[src/rtl/phy_read_sequencer.sv]
// phy_read_sequencer: READ capture/drain sequencing for one PHY channel.
// Optional drain watchdog is built when READSEQ_TIMEOUT_EN is defined.
module phy_read_sequencer #(
  parameter int BURST_LENGTH  = 8,
  parameter int READ_LATENCY  = 11,
  parameter int MAX_INFLIGHT  = 4,
  parameter int TAG_WIDTH     = 4,
  parameter int DRAIN_TIMEOUT = 256
) (
  input  logic                          clk,
  input  logic                          rst,
  input  logic                          rdCmdValid,
  input  logic [TAG_WIDTH-1:0]          rdCmdTag,
  output logic                          rdCmdReady,
  output logic                          captureFlag,
  input  logic                          captureAck,
  input  logic                          drainReady,
  output logic                          drainFlag,
  output logic                          drainLast,
  output logic [TAG_WIDTH-1:0]          drainTag,
  output logic [$clog2(MAX_INFLIGHT):0] inflightCnt,
  output logic                          seqError,
  output logic                          drainTimeout
);

  localparam int CW = $clog2(MAX_INFLIGHT) + 1;
  localparam int BW = $clog2(BURST_LENGTH);
  localparam int PW = $clog2(MAX_INFLIGHT);
  localparam int PD = READ_LATENCY - 1;
  localparam logic [BW-1:0] BEAT_LAST = BW'(BURST_LENGTH - 1);

  typedef enum logic {S_IDLE, S_DRAIN} dstate_e;

  logic                 accept;
  logic                 capStart;
  logic                 capLast;
  logic [BW-1:0]        gap_q, gap_d;
  logic [PD-1:0]        pv_q;
  logic [TAG_WIDTH-1:0] pt_q [PD];
  logic                 cap_q, cap_d;
  logic [BW-1:0]        beat_q, beat_d;
  logic [TAG_WIDTH-1:0] ctag_q, ctag_d;
  logic [TAG_WIDTH-1:0] mem_q [MAX_INFLIGHT];
  logic [PW-1:0]        wp_q, rp_q;
  logic [CW-1:0]        cnt_q, cnt_d;
  logic [CW-1:0]        infl_q, infl_d;
  logic [CW-1:0]        ack_q, ack_d;
  logic                 err_q, err_d;
  dstate_e              st_q, st_d;
  logic [BW-1:0]        db_q, db_d;

  assign rdCmdReady  = (infl_q < CW'(MAX_INFLIGHT)) && (gap_q == '0);
  assign accept      = rdCmdValid && rdCmdReady;
  assign capStart    = pv_q[PD-1];
  assign capLast     = cap_q && (beat_q == BEAT_LAST);
  assign captureFlag = cap_q;
  assign drainFlag   = (st_q == S_DRAIN);
  assign drainLast   = drainFlag && (db_q == BEAT_LAST);
  assign drainTag    = mem_q[rp_q];
  assign inflightCnt = infl_q;
  assign seqError    = err_q;

  always_comb begin
    gap_d = gap_q;
    if (accept) gap_d = BEAT_LAST;
    else if (gap_q != '0) gap_d = gap_q - BW'(1);
  end

  always_comb begin
    cap_d  = cap_q;
    beat_d = beat_q;
    ctag_d = ctag_q;
    if (capStart) begin
      cap_d  = 1'b1;
      beat_d = '0;
      ctag_d = pt_q[PD-1];
    end else if (cap_q) begin
      beat_d = beat_q + BW'(1);
      if (capLast) cap_d = 1'b0;
    end
  end

  always_comb begin
    cnt_d  = cnt_q + CW'(capLast) - CW'(drainLast);
    infl_d = infl_q + CW'(accept) - CW'(drainLast);
    ack_d  = ack_q;
    err_d  = err_q;
    if (capLast && !captureAck) begin
      if (ack_q != '1) ack_d = ack_q + CW'(1);
    end else if (!capLast && captureAck) begin
      if (ack_q != '0) ack_d = ack_q - CW'(1);
      else err_d = 1'b1;
    end
  end

  // A further burst chains only if already queued and the buffer is ready.
  always_comb begin
    st_d = st_q;
    db_d = db_q;
    unique case (st_q)
      S_IDLE: begin
        if (cnt_q != '0 && drainReady) begin
          st_d = S_DRAIN;
          db_d = '0;
        end
      end
      S_DRAIN: begin
        db_d = db_q + BW'(1);
        if (drainLast && !(cnt_q > CW'(1) && drainReady))
          st_d = S_IDLE;
      end
      default: st_d = S_IDLE;
    endcase
  end

  always_ff @(posedge clk or negedge rst) begin
    if (!rst) begin
      pv_q <= '0;
      for (int i = 0; i < PD; i++) pt_q[i] <= '0;
    end else begin
      pv_q[0] <= accept;
      pt_q[0] <= rdCmdTag;
      for (int i = 1; i < PD; i++) begin
        pv_q[i] <= pv_q[i-1];
        pt_q[i] <= pt_q[i-1];
      end
    end
  end

  always_ff @(posedge clk or negedge rst) begin
    if (!rst) begin
      gap_q  <= '0;
      cap_q  <= 1'b0;
      beat_q <= '0;
      ctag_q <= '0;
      cnt_q  <= '0;
      infl_q <= '0;
      ack_q  <= '0;
      err_q  <= 1'b0;
      st_q   <= S_IDLE;
      db_q   <= '0;
    end else begin
      gap_q  <= gap_d;
      cap_q  <= cap_d;
      beat_q <= beat_d;
      ctag_q <= ctag_d;
      cnt_q  <= cnt_d;
      infl_q <= infl_d;
      ack_q  <= ack_d;
      err_q  <= err_d;
      st_q   <= st_d;
      db_q   <= db_d;
    end
  end

  always_ff @(posedge clk or negedge rst) begin
    if (!rst) begin
      wp_q <= '0;
      rp_q <= '0;
      for (int i = 0; i < MAX_INFLIGHT; i++) mem_q[i] <= '0;
    end else begin
      if (capLast) begin
        mem_q[wp_q] <= ctag_q;
        wp_q        <= wp_q + PW'(1);
      end
      if (drainLast) rp_q <= rp_q + PW'(1);
    end
  end

`ifdef READSEQ_TIMEOUT_EN
  localparam int TOW = $clog2(DRAIN_TIMEOUT + 1);

  logic [TOW-1:0] to_q, to_d;
  logic           tof_q, tof_d;

  // Runs only while a burst waits in IDLE and no drain starts this cycle.
  always_comb begin
    to_d  = '0;
    tof_d = tof_q;
    if (st_q == S_IDLE && cnt_q != '0 && !drainReady) begin
      to_d = to_q;
      if (to_q != TOW'(DRAIN_TIMEOUT)) to_d = to_q + TOW'(1);
      if (to_q == TOW'(DRAIN_TIMEOUT - 1)) tof_d = 1'b1;
    end
  end

  always_ff @(posedge clk or negedge rst) begin
    if (!rst) begin
      to_q  <= '0;
      tof_q <= 1'b0;
    end else begin
      to_q  <= to_d;
      tof_q <= tof_d;
    end
  end

  assign drainTimeout = tof_q;
`else
  assign drainTimeout = (DRAIN_TIMEOUT < 0);
`endif

endmodule

[config.mk]
export PLATFORM = sky130hd
export DESIGN_NAME = phy_read_sequencer
export DESIGN_NICKNAME = d
export VERILOG_FILES = /design/src/rtl/phy_read_sequencer.sv
export SDC_FILE = /design/constraint.sdc
export NUM_CORES = 1
export LEC_CHECK = 0
export BUFFER_PORTS_ARGS = -buffer_cell sky130_fd_sc_hd__buf_2
export CORE_AREA = 2 2 68 96
export DETAILED_ROUTE_END_ITERATION = 16
export DIE_AREA = 0 0 70 98
export PLACE_DENSITY = 0.8
export SYNTH_ARGS = -nofsm -noshare
export SYNTH_HDL_FRONTEND = slang
export SYNTH_SLANG_ARGS = --single-unit
[constraint.sdc]
create_clock -name clk -period 3.5 [get_ports clk]
set_clock_uncertainty 0.2 [all_clocks]
set_input_delay 0.525 -clock clk [delete_from_list [all_inputs] [get_ports clk]]
set_output_delay 0.525 -clock clk [all_outputs]
set_load 0.005 [all_outputs]
==> flow_summary.ini, run 1 <==
[run_status]
status = finished clean

[layout]
final_cells = 329
area_growth_pct = 11.2
stdcell_area_mm2 = 0.00386
n_antenna_cell = 0
nets = 280
drive_above_1_share_pct = 21.0

[clock_network]
cts_buffers = 9
h-tree-depth = 3
ctsHoldBuffers = 1
cts.sinks = 95
clock-root-buffer = clkbuf_8
clock_latency_ps = 350
clock_path_buffers = 2
postCtsSetupRepairBufs = 0
cts.repair.resized = 0
clkSlewWorstSetupHoldPaths_ps = 90
cts_tree = yes

[routing]
drc_errors = 0
wire_per_inst_um = 15.0
vias_per_cell = 5.15
top_layer = met4
first_pass_iters = 4
vias = 1693
met3_length_um = 98
ant_nets = 0
wl_met2_um = 2660
drtIter0Drc = 64
drt-total-wl_um = 4950
met1Wirelength_um = 2060

[critical_path]
critPathKind = register to register
endpoint_kind = register
crit_fanout = 9
worst_path_most_repeated_cell = ha_1
worstPathRequired_ps = 3590
path_buf_inv = 2
cp_cell_sequence = ha_1, ha_1, nand2_2, clkinv_2, ha_1, inv_1, fa_1, o41ai_1, a221o_1
critPathMaxStageDelay_ps = 430
worstSetupStartpointType = register
cpMaxStageDelayCell = fa_1
critPathArrivalTime_ps = 2850
crit_family = adder cells

[sta]
slew_viol_final = 0
setup_viol = 0
setup_tns_ps = 0
fin_crit_sh_pct = 78.7
fmax_mhz = 363
hold_viol_final = 0
tightestPinTransition_ps = 607
rsz0062_at_grt = no
slew_headroom_pct = 59.6
period_minus_slack_ps = 2750

[logic_synthesis]
ys_warn_count = 0
synth_edf_count = 0
synth_ff_type = dfrtp_1
async_flop_share_pct = 100
avgSynthCellArea_um2 = 15.4
yosys-top-cells-area = dfrtp_1 68%, ha_1 5.8%, mux2_1 5.5%
netlist_instances = 225
netlist_top_cells_count = 95 x dfrtp_1, 17 x mux2_1, 16 x ha_1
synth_top_cell_by_area = dfrtp_1
yosysMostFrequentCell = dfrtp_1
synth_area_mm2 = 0.00347
seq_area_frac_synth_pct = 68.5
ys_types = 40
netlist.area_leader.share_pct = 68.5
syn_nets = 253
ys_ff_latch = 95

[placement]
io_buffers = 20
dp.cells = 312
dp_hpwl_um = 3370
place.gp.congestion = 0.739
place_area_mm2 = 0.00365

[flow_run]
drv_cap = 0

[global_routing]
grt_use_total_pct = 16.3
overflow = 0
antenna_found_initial = 0
grt_max_degree = 49
grt_pass1_vias = 1792
grt_pass1_wl_um = 8360

[power]
powerDensity_mw_per_mm2 = 511
leakagePower_uw = 0.00194
irDropWorstVdd_v = 0.000370

[die]
initial_core_util_pct = 57.5
dieArea_mm2 = 0.00686
row_count = 34
chipWidth_um = 70
die_h_um = 98
boundaryPins = 22
core_area_mm2 = 0.00604

[hold_path]
min_path_type = input port to register
[stage by stage]
stage / setup WS (ps) / hold slack [ps] / power, µW / util [%]
final: 745 / 73.9 / 1970 / 63.9
after global routing: 570 / 60.2 / 2060 / 63.9
after CTS: 727 / 61.6 / 2000 / 63.9
after detailed placement: 760 / 135 / 1290 / 60.4
after global placement: 949 / 133 / 1280 / 60.4
after floorplan: 1010 / 29.4 / 1240 / -
[report_power, final]
group,internal [µW],switching [µW]
Combinational,46.8,54.9
Sequential,1140,34.2
Clock,348,351
Total,1530,440
[area by class of cell]
type	instances	area, µm²
timing repair buffer	22	133
tap	72	90.1
sequential	95	2380
clock buffer	11	141
clock inverter	5	57.6
inverter	16	61.3
fill	449	2180
multi-input combinational	108	1000
[sequential cells by signal (all words and copies together) (netlist names)]
name and cells:
ack_q 3, beat_q 3, captureFlag 1, cnt_q 3, ctag_q 4, db_q 3
drainFlag 1, gap_q 3, inflightCnt 3, mem_q 16, pt_q 40, pv_q 10
rp_q 2, seqError 1, wp_q 2
[cells by family after synthesis]
| kind of cell | synth area share, % |
|---|---|
| buffers and inverters | 2.74 |
| other | 0.108 |
| flip-flops | 68.5 |
| multiplexers | 10.6 |
| AND/OR/NAND/NOR | 4.11 |
| XOR/XNOR | 2.52 |
| AO/OA/AOI/OAI | 4.00 |
| adder cells (fa/ha/maj) | 7.50 |
[cell usage in the layout, fill, tap and decap left out, types with 2 or more instances in the layout]
cell,Yosys,final
xnor2_1,8,8
inv_1,13,13
clkinv_2,1,2
clkbuf_8,0,10
mux4_2,4,4
a22o_1,2,2
clkinvlp_4,0,3
nand2_1,8,8
ha_1,16,16
mux2i_1,4,4
mux2_2,4,4
o21ai_0,2,2
nand2_2,5,5
nor2_1,8,8
mux2_1,17,17
fa_1,3,3
xor2_1,2,2
a31oi_1,2,2
buf_2,3,19
o21ai_1,2,2
a21oi_1,4,4
inv_2,2,2
dfrtp_1,95,95
[layer usage]
layer | track usage, % | vias up
met5 | 0 | -
met4 | 9.76 | 0
met3 | 2.79 | 10
met2 | 27.6 | 22
met1 | 19.3 | 860
li1 | - | 801
[path summary, 6_finish.rpt]
kind | from | to | slack, ps | cells past startpoint
setup / recovery | beat_q[0] | ack_q[2] | 750 | 9
hold / removal | rdCmdTag[1] | pt_q[37] | 70 | 1
max in group asynchronous | rst | cnt_q[2] | 1930 | 3
hold reg to reg | pt_q[38] | pt_q[34] | 150 | 0
setup reg to reg | beat_q[0] | ack_q[2] | 750 | 9
min in group asynchronous | rst | mem_q[11] | 520 | 2
No activity file was read; power rests on OpenSTA's default activity.
==> run 2: changes to the inputs <==
- ABC_AREA: default -> 1
- CORE_AREA: 2 2 68 96 -> 2 2 72 102
- DIE_AREA: 0 0 70 98 -> 0 0 74 104
- PLACE_DENSITY: 0.8 -> 0.76
- clock period: 3.5 -> 2.5 ns (I/O delays scaled with it)
==> run 2 against run 1 <==
Net effect:
- critical path depth is 4 higher
- critical endpoint unchanged
- power is 120% higher
- utilization is 5.5 points lower
- worst hold slack better by 35 ps
- sequential power is 87% higher
- die area is 12% higher
- critical path type unchanged
- sequential share of layout area is 1.7 points lower
- clock power is 30% higher
- combinational power grew to 12 times the previous value
- final area is 2.9% higher
==> flow_summary.ini, run 2 <==
[run_status]
status = finished clean

[critical_path]
cp_cell_sequence = ha_1, ha_1, nand2_4, clkinv_8, ha_1, inv_1, fa_1, inv_1, nand2_1, nand3_1, nand2_1, nand2_1, nand2_1
cpMaxStageDelayCell = fa_1
timing.critical_path.from = beat_q[0]
crit_family = adder cells
r2r_end = ack_q[2]
ff2ff_setup_slack_ps = 200
critPathKind = register to register
worst_path_most_repeated_cell = nand2_1
path_depth = 13
critPathArrivalTime_ps = 2360
endpoint_kind = register
worstSetupStartpointType = register
rr_startpoint = beat_q[0]
worstPathRequired_ps = 2560
reg2reg_depth = 13
path_buf_inv = 3
critPathMaxStageDelay_ps = 400
crit_end = ack_q[2]
crit_fanout = 8

[sta]
tightestPinTransition_ps = 597
fin_crit_sh_pct = 92.2
setup_viol = 0
hold_viol_final = 0
fmax_mhz = 434
setup_tns_ps = 0
holdWs_ps = 108
slew_headroom_pct = 60.2
rsz0062_at_grt = no
period_minus_slack_ps = 2300
slew_viol_final = 0

[clock_network]
postCtsSetupRepairBufs = 0
clkSlewWorstSetupHoldPaths_ps = 90
cts_tree = yes
ctsHoldBuffers = 5
cts_buffers = 9
cts.sinks = 95
h-tree-depth = 3
clock_path_buffers = 2
clock-root-buffer = clkbuf_8
clock_latency_ps = 350
cts.repair.resized = 0

[layout]
largest_register_ffs = 40
largest_registers = pt_q (40), mem_q (16), pv_q (10)
layout_commonest_cell = dfrtp_1
nets = 357
area_growth_pct = 12.8
n_antenna_cell = 0
multi_input_area_um2 = 990
final_cell_mix = 95 x dfrtp_1, 58 x nand2_1, 30 x inv_1
drive_above_1_share_pct = 15.6
n_fill_cell = 577
top_register = pt_q
seq_area_mm2 = 0.00238
fin_util_pct = 58.4

[routing]
drtIter0Drc = 131
vias = 2040
vias_per_cell = 4.76
drc_errors = 0
ant_nets = 0
drt-total-wl_um = 5070
first_pass_iters = 5
wire_per_inst_um = 11.8

[logic_synthesis]
syn_nets = 323
netlist_top_cells_count = 95 x dfrtp_1, 58 x nand2_1, 30 x inv_1
async_flop_share_pct = 100
yosys-top-cells-area = dfrtp_1 68%, nand2_1 6.2%, ha_1 5.7%
yosysMostFrequentCell = dfrtp_1
netlist.area_leader.share_pct = 67.5
synth_ff_type = dfrtp_1
avgSynthCellArea_um2 = 11.9
netlist_instances = 295
synth_top_cell_by_area = dfrtp_1
ys_ff_latch = 95
seq_area_frac_synth_pct = 67.5
synth_area_mm2 = 0.00352
synth_edf_count = 0
ys_warn_count = 0
ys_types = 24

[power]
p_sw_share_pct = 35.5
comb_power_share_pct = 28.8
switchingPower_uw = 1540
p_seq_share_pct = 50.2
leakagePower_uw = 0.00200
irDropWorstVdd_v = 0.000787
powerDensity_mw_per_mm2 = 1100
p_clk_share_pct = 20.9
p_int_uw = 2810

[die]
chipWidth_um = 74
initial_core_util_pct = 51.7
row_count = 36
dieArea_mm2 = 0.00770
core_area_mm2 = 0.00680
die_h_um = 104
boundaryPins = 22

[hold_path]
min_path_type = input port to register

[flow_run]
drv_cap = 0

[global_routing]
grt_pass1_vias = 2099
overflow = 0
antenna_found_initial = 0
grt_pass1_wl_um = 9030
grt_max_degree = 49
grt_use_total_pct = 15.2

[placement]
dp_hpwl_um = 3540
io_buffers = 20
place.gp.congestion = 0.797
run 2: worst min path at each step:
stage | from | endpoint | cells past startpoint
finish | rdCmdValid | gap_q[0] | 3
floorplan | rst | ack_q[0] | 0
CTS | rdCmdValid | gap_q[0] | 3
detailed placement | pt_q[20] | pt_q[16] | 0
global placement | pt_q[37] | pt_q[33] | 0
global route | rdCmdValid | gap_q[0] | 3
run 2: logic make-up (layout without fill, tap and decap cells):
kind of cell    after synthesis  count (layout)  synth area share [%]
flops                        95              95                  67.5
buf+inv                      35              74                  4.34
fa+ha+maj                    19              19                  7.39
other cells                   1               1                 0.107
simple gates                 97              97                  12.1
xor+xnor                      8               8                  1.99
compound gates               40              40                  6.54
run 2: per-layer routing:
layer | vias up | global-route usage (%) | wire (µm)
li1 | 996 | - | -
met1 | 1000 | 19.7 | 2300
met2 | 37 | 24.2 | 2500
met3 | 7 | 4.26 | 207
met4 | 0 | 5.45 | 66
met5 | - | 0 | 0
run 2: power by group through the flow:
stage	sequential [µW]	combinational, µW	clock, µW
6_report	2190	1260	912
5_1_grt	2240	1490	1000
4_1_cts	2190	1290	938
3_5_place_dp	2210	1280	0
3_3_place_gp	2200	1210	0
2_1_floorplan	2130	967	0
run 2: cell type report:
type	instances	area share (%)
inverters	32	3.34
multi-input cells	165	24.9
flip-flops and latches	95	59.9
well taps	95	2.99
clock inverters	6	1.29
repair buffers	26	4.35
clock buffers	10	3.21
run 2: worst reg2reg max path, cell delays in order, from the launching register on:
cell      delay, ps
dfrtp_1         380
ha_1            150
ha_1            200
nand2_4         100
clkinv_8        100
ha_1            220
inv_1            90
fa_1            400
inv_1            70
nand2_1          70
nand3_1          80
nand2_1          60
nand2_1          60
nand2_1          40
run 2: per-stage QoR:
step / instances / instance area [µm²] / worst slack (ps) / total power (µW)
final: 429 / 3970 / 196 / 4360
after global routing: 429 / 3970 / 7.20 / 4730
after CTS: 429 / 3970 / 202 / 4410
after detailed placement: 408 / 3740 / 205 / 3500
after global placement: 408 / 3740 / 314 / 3400
after floorplan: 295 / 3520 / 348 / 3100
